### src/rtl/cmd_tx.sv
// Readback responder: snapshots one addressed register per request
// and streams it out as an 8-byte reply frame.
module cmd_tx #(
  parameter logic [7:0]  SOF_BYTE = 8'hA5,
  parameter logic [31:0] VERSION  = 32'h2025_0001
) (
  input  logic        clk,
  input  logic        reset_n,
  input  logic        rd_req,
  input  logic [7:0]  rd_addr,
  output logic        rd_ready,
  output logic        rd_drop,
  input  logic [1:0]  ChannelSel,
  input  logic [31:0] DataNum,
  input  logic [31:0] ADC_Speed_Set,
  input  logic        StreamMode,
  input  logic [31:0] status_word,
  output logic [7:0]  tx_data,
  output logic        tx_valid,
  output logic        tx_last,
  input  logic        tx_ready,
  output logic [15:0] frame_cnt
);

  typedef enum logic {IDLE, SEND} state_e;

  state_e      state_q, state_d;
  logic [2:0]  idx_q, idx_d;
  logic [7:0]  addr_q, addr_d;
  logic [7:0]  stat_q, stat_d;
  logic [31:0] data_q, data_d;
  logic [15:0] frame_cnt_q, frame_cnt_d;
  logic        drop_q, drop_d;

  logic [7:0]  lk_stat;
  logic [31:0] lk_data;
  logic [7:0]  chk;
  logic        hs;

  // Live register view for the address being requested
  always_comb begin
    lk_stat = 8'h00;
    lk_data = 32'hFFFF_FFFF;
    case (rd_addr)
      8'h01:   lk_data = {30'd0, ChannelSel};
      8'h02:   lk_data = DataNum;
      8'h03:   lk_data = ADC_Speed_Set;
      8'h04:   lk_data = {31'd0, StreamMode};
      8'h05:   lk_data = status_word;
      8'h10:   lk_data = VERSION;
      default: lk_stat = 8'h01;
    endcase
  end

  assign chk = addr_q ^ stat_q ^ data_q[31:24] ^ data_q[23:16]
             ^ data_q[15:8] ^ data_q[7:0];

  assign rd_ready  = (state_q == IDLE);
  assign tx_valid  = (state_q == SEND);
  assign tx_last   = tx_valid && (idx_q == 3'd7);
  assign hs        = tx_valid && tx_ready;
  assign rd_drop   = drop_q;
  assign frame_cnt = frame_cnt_q;

  always_comb begin
    tx_data = 8'h00;
    if (tx_valid) begin
      unique case (idx_q)
        3'd0: tx_data = SOF_BYTE;
        3'd1: tx_data = addr_q;
        3'd2: tx_data = stat_q;
        3'd3: tx_data = data_q[31:24];
        3'd4: tx_data = data_q[23:16];
        3'd5: tx_data = data_q[15:8];
        3'd6: tx_data = data_q[7:0];
        3'd7: tx_data = chk;
      endcase
    end
  end

  always_comb begin
    state_d     = state_q;
    idx_d       = idx_q;
    addr_d      = addr_q;
    stat_d      = stat_q;
    data_d      = data_q;
    frame_cnt_d = frame_cnt_q;
    drop_d      = rd_req && (state_q != IDLE);
    case (state_q)
      IDLE: begin
        if (rd_req) begin
          addr_d  = rd_addr;
          stat_d  = lk_stat;
          data_d  = lk_data;
          idx_d   = 3'd0;
          state_d = SEND;
        end
      end
      SEND: begin
        if (hs) begin
          idx_d = idx_q + 3'd1;
          if (idx_q == 3'd7) begin
            state_d     = IDLE;
            idx_d       = 3'd0;
            frame_cnt_d = frame_cnt_q + 16'd1;
          end
        end
      end
      default: state_d = IDLE;
    endcase
  end

  always_ff @(posedge clk or negedge reset_n) begin
    if (!reset_n) begin
      state_q     <= IDLE;
      idx_q       <= 3'd0;
      addr_q      <= 8'h00;
      stat_q      <= 8'h00;
      data_q      <= 32'h0;
      frame_cnt_q <= 16'h0;
      drop_q      <= 1'b0;
    end else begin
      state_q     <= state_d;
      idx_q       <= idx_d;
      addr_q      <= addr_d;
      stat_q      <= stat_d;
      data_q      <= data_d;
      frame_cnt_q <= frame_cnt_d;
      drop_q      <= drop_d;
    end
  end

endmodule

### config.mk
export PLATFORM = sky130hd
export DESIGN_NAME = cmd_tx
export DESIGN_NICKNAME = d
export VERILOG_FILES = /design/src/rtl/cmd_tx.sv
export SDC_FILE = /design/constraint.sdc
export NUM_CORES = 1
export LEC_CHECK = 0
export CAP_MARGIN = 0
export CORE_UTILIZATION = 46
export DETAILED_ROUTE_END_ITERATION = 10
export GPL_TIMING_DRIVEN = 0
export PLACE_DENSITY = 0.8
export SETUP_SLACK_MARGIN = 0.15
export SLEW_MARGIN = 40
export SYNTH_ARGS = -nofsm -noshare
export SYNTH_HDL_FRONTEND = slang
export SYNTH_SLANG_ARGS = --single-unit
export TNS_END_PERCENT = 5
### constraint.sdc
create_clock -name clk -period 3.05 [get_ports clk]
set_input_delay 0.4575 -clock clk [delete_from_list [all_inputs] [get_ports clk]]
set_output_delay 0.4575 -clock clk [all_outputs]
set_load 0.02 [all_outputs]
Word level (Yosys, flattened, before mapping)
Index checks and enable logic that the tools add are counted.

Register bits after elaboration: 69. Logic and storage cells: 50.

Add/sub/neg operators: 2. Equality and inequality tests: 15. Multiplexer cells: 12. Bitwise operators: 6. Reductions and logical operators: 8.

Operators by type and width (count): $pmux 32 s6 (1); $pmux 8 s8 (1); $xor 8x8->8 (5); $add 16x1->16 const B (1); $eq 8x2->1 const B (2); $eq 8x3->1 const B (2); $eq 3x3->1 const B (4); $mux 3 (3); $eq 8x1->1 const B (1); $eq 8x5->1 const B (1); $mux 8 (1); $eq 3x2->1 const B (2); $pmux 3 s2 (1); $reduce_or 6->1 (1); $mux 1 (4); $reduce_and 2->1 (2); $add 3x1->3 const B (1); $eq 3x1->1 const B (1); $logic_and 1x1->1 (3); $logic_not 3->1 (1); $reduce_and 3->1 (1); $ne 2x1->1 const B (1); $ne 2x2->1 const B (1); $pmux 1 s2 (1); $not 1->1 (1).

Longest topological paths before layout
Depth after elaboration: 7. Gate-level depth with buffers: 9.

Worst setup path before layout
No wires, ideal clock.

Path kind: reg-to-output. From: register idx_q[2]. To: output tx_data[2]. Arrival time: 2.272 ns. Data required time: 2.592 ns. Setup slack: 0.320 ns. Stages on the path, launching flop included: 10. Path buffers: 3. Path through: dfrtp_1 -> clkbuf_1 -> buf_1 -> inv_1 -> ha_1 -> clkbuf_1 -> nor4_1 -> nand2_1 -> and3_1 -> o22ai_1.

Cells in the longest elaborated chain, start to end: 3. Elaborated cells on any way between the ends: 10. Those cells by class: eq/ne (7); mux (2); reduce/logical (1).

Ends and longest elaborated chain: start: declaration (RTL line 28) `logic [2:0] idx_q, idx_d;`; start signal: assignment (RTL line 124) `idx_q <= idx_d;`; $eq 3x3->1 (tied with other cells) (RTL line 68) `unique case (idx_q)`; $pmux 8 s8 (*) (RTL line 68); $mux 8 (*) (RTL line 67) `if (tx_valid) begin`; end: declaration (RTL line 18) `output logic [7:0] tx_data,`.

Mark *: on every way between the ends. The rest lies on a longest branch, timed or not.

Worst setup path in the final report
From: register idx_q[1]. To: output tx_data[1].

The elaborated chain is that of the path after synthesis.

==> flow_summary.json <==
{
  "cts_root_buf": "clkbuf_8",
  "synth_nets": 539,
  "skew_ns": 0.008575,
  "ys_types": 52,
  "layout.cells.most_common_list": "clkdlybuf4s50_1 (129), dfrtp_1 (61), nor2_1 (46)",
  "dieArea_um2": 9209,
  "drt_iter0_markers": 282,
  "grt_pass1_wl_um": 18860,
  "globalplace.congestion": 0.9133,
  "rr_worst_depth": 6,
  "initial_utilization_pct": 48.45,
  "setup_viol": 0,
  "grt_pass1_vias": 3867,
  "async_flop_share_pct": 100.0,
  "vias": 3815,
  "post-route-min-period_ns": 2.876,
  "syn_area_um2": 4061,
  "ys_ff_latch": 62,
  "syn-mean-instance-area_um2": 9.647,
  "core_area_um2": 8382,
  "ir_drop_mv": 0.3692,
  "tightest_slew_ns": 0.6544,
  "clock_path_buffers": 2,
  "rsz0062_at_grt": "true",
  "synthesis.instances": 421,
  "status": "finished, final reports clean",
  "synthFlopType": "dfrtp_1",
  "crit_family": "buffers and inverters",
  "max_stage_delay_ns": 0.40,
  "cts_max_level": 3,
  "synth_edf_count": 0,
  "crit_chain": "inv_1, ha_1, clkbuf_4, nor2b_1, clkbuf_2, a32o_1, a221oi_1, o22ai_1, clkdlybuf4s15_2",
  "powerDensity_nw_per_um2": 757.8,
  "cp.arrival_ns": 2.42,
  "rows": 33,
  "slew_viol_final": 0,
  "grt_max_degree": 33,
  "max_freq_mhz": 347.7,
  "wire_per_inst_um": 16.96,
  "finalHoldViolations": 0,
  "io_pins": 139,
  "io_buffers": 138,
  "rrSetupSlack_ns": 0.78,
  "antenna_cells": 0,
  "vias_per_cell": 5.586,
  "fin_ws_ns": 0.1737,
  "yosys_warnings": 0,
  "final_nets": 691,
  "holdWs_ns": 0.03973,
  "pre_cts_slack_ns": -0.7216,
  "dpl.hpwl_um": 8956,
  "clock_latency_ns": 0.34,
  "reg2reg_to": "frame_cnt[12]$_DFFE_PN0P_",
  "cp.required_ns": 2.59,
  "drc": 0,
  "cts_tree": "built",
  "grt_overflow": 0,
  "endpoint_kind": "primary output",
  "drtPass1Iterations": 5,
  "cts_sinks": 62,
  "numCtsBuffers": 9,
  "cts.clk_slew.worst_paths_ns": 0.08,
  "ys_seq_area_share_pct": 38.20,
  "fin_crit_sh_pct": 94.30,
  "worst_setup_path_start_kind": "register",
  "die_w_um": 95.97,
  "maxCapViolCount": 0,
  "final_common_cell": "clkdlybuf4s50_1",
  "criticalPathCategory": "register to primary output",
  "slowest_stage": "dfrtp_1",
  "antenna_found_initial": 0,
  "rr_startpoint": "idx_q[0]$_DFFE_PN0P_",
  "drive_gt1_share_pct": 17.99,
  "cts-hold-fix-buffers": 0,
  "die_h_um": 95.97,
  "crit_buf_inv": 4,
  "grtUsageTotal_pct": 27.00,
  "p_leak_nw": 2.306,
  "slew_headroom_pct": 55.97,
  "holdCritPathClass": "input pin to asynchronous set/reset pin",
  "worstPathMaxFanout": 10,
  "ant_nets": 0,
  "flow.area_growth_from_synthesis_pct": 45.04,
  "routed_wl_um": 11580
}
## stage by stage
stage | TNS, ns | total power [W] | instances | cell area (um^2) | util, %
after floorplan | 0 | 0.002752 | 421 | 4061 | -
after global placement | -25.00 | 0.003490 | 664 | 5574 | 66.50
after detailed placement | -4.712 | 0.003559 | 665 | 5592 | 66.71
after CTS | 0 | 0.004440 | 682 | 5883 | 70.19
after global routing | 0 | 0.004720 | 683 | 5891 | 70.28
final | 0 | 0.004464 | 683 | 5891 | 70.28
## worst register-to-register path, cell delays in order, from the launching register on
cell	delay (ns)
dfrtp_2	0.41
ha_1	0.20
ha_1	0.35
nand4_1	0.22
nor4_1	0.64
nand3_1	0.17
xnor2_1	0.16
## synth_stat cells (2+ instances only)
cell      instances  area share, %
a22oi_1          18            3.3
a32o_1            6            1.5
nor3_1            2           0.25
nand2_1          45            4.2
clkbuf_1         13            1.2
mux2_2           27            7.5
nor2_1           46            4.3
nor4bb_1          2           0.49
a21oi_1          26            3.2
a21oi_2          10            2.2
or3b_1            2           0.43
a32oi_1           2           0.43
inv_1             6           0.55
nor3b_1           2           0.37
nand4_1           5           0.77
dfrtp_1          62             38
buf_2             2           0.25
o22ai_1           7            1.1
nand3b_1          2           0.37
mux2i_1           2           0.49
ha_1              7            2.2
buf_4             5           0.92
a221oi_1          5            1.1
xnor2_1          33            7.1
nor2b_1           6           0.92
a22oi_2          10            3.1
nand3_1           8           0.99
buf_1             2           0.18
o21ai_0           3           0.37
a22o_1           10            2.2
and3_1            7            1.1
xor2_1           13            2.8
nor4_1            3           0.46
buf_6             4            1.1
## cell type report
| class | instances | area (um^2) |
|---|---|---|
| Fill cell | 648 | 2491 |
| Multi-Input combinational cell | 327 | 2379 |
| Sequential cell | 62 | 1553 |
| Timing Repair Buffer | 141 | 1408 |
| Buffer | 26 | 183.9 |
| Tap cell | 105 | 131.4 |
| Clock buffer | 10 | 127.6 |
| Clock inverter | 6 | 86.33 |
| Inverter | 6 | 22.52 |
## worst max-delay path by stage
stage	start	endpoint	slack, ns	cells after the start
floorplan	idx_q[2]$_DFFE_PN0P_	tx_data[2]	0.32	9
global placement	idx_q[2]$_DFFE_PN0P_	tx_data[2]	-0.71	10
detailed placement	idx_q[2]$_DFFE_PN0P_	tx_data[2]	-0.72	10
CTS	idx_q[1]$_DFFE_PN0P_	tx_data[4]	0.14	9
global route	idx_q[1]$_DFFE_PN0P_	tx_data[1]	0.07	9
finish	idx_q[1]$_DFFE_PN0P_	tx_data[1]	0.17	9
## power by group
group	leakage (nW)	internal, W	total (W)	switching, W
Clock	0.106	0.000459	0.000788	0.000329
Sequential	0.690	0.00108	0.00139	0.000313
Combinational	1.51	0.00118	0.00229	0.00111
## state kept, by name, indices dropped and copies added, names as in the netlist
signal     count
data_q        32
frame_cnt     16
addr_q         8
idx_q          3
rd_drop        1
stat_q         1
tx_valid       1
## per-layer routing
layer	part of all wire, %	track usage (%)
met5	0	0
met3	5.4	5.371
met4	1.2	7.587
met2	48	44.70
met1	45	35.86
## logic make-up after synthesis
kind of cell / Yosys count / synth area share [%]
muxes: 29 / 7.979
DFF: 62 / 38.20
buffers and inverters: 32 / 4.221
and+or+nand+nor: 139 / 16.70
adders and majority gates: 7 / 2.156
xor gates and xnor gates: 47 / 10.47
AOI/OAI and AO/OA: 105 / 20.27
## timing repair
action | in CTS | in global routing
gates cloned | 0 | 0
resized for setup | 48 | 8
endpoints found under the setup margin | 8 | 9
pin swaps | 4 | 4
setup buffers | 1 | 1
(Power assumes the default switching activity.)
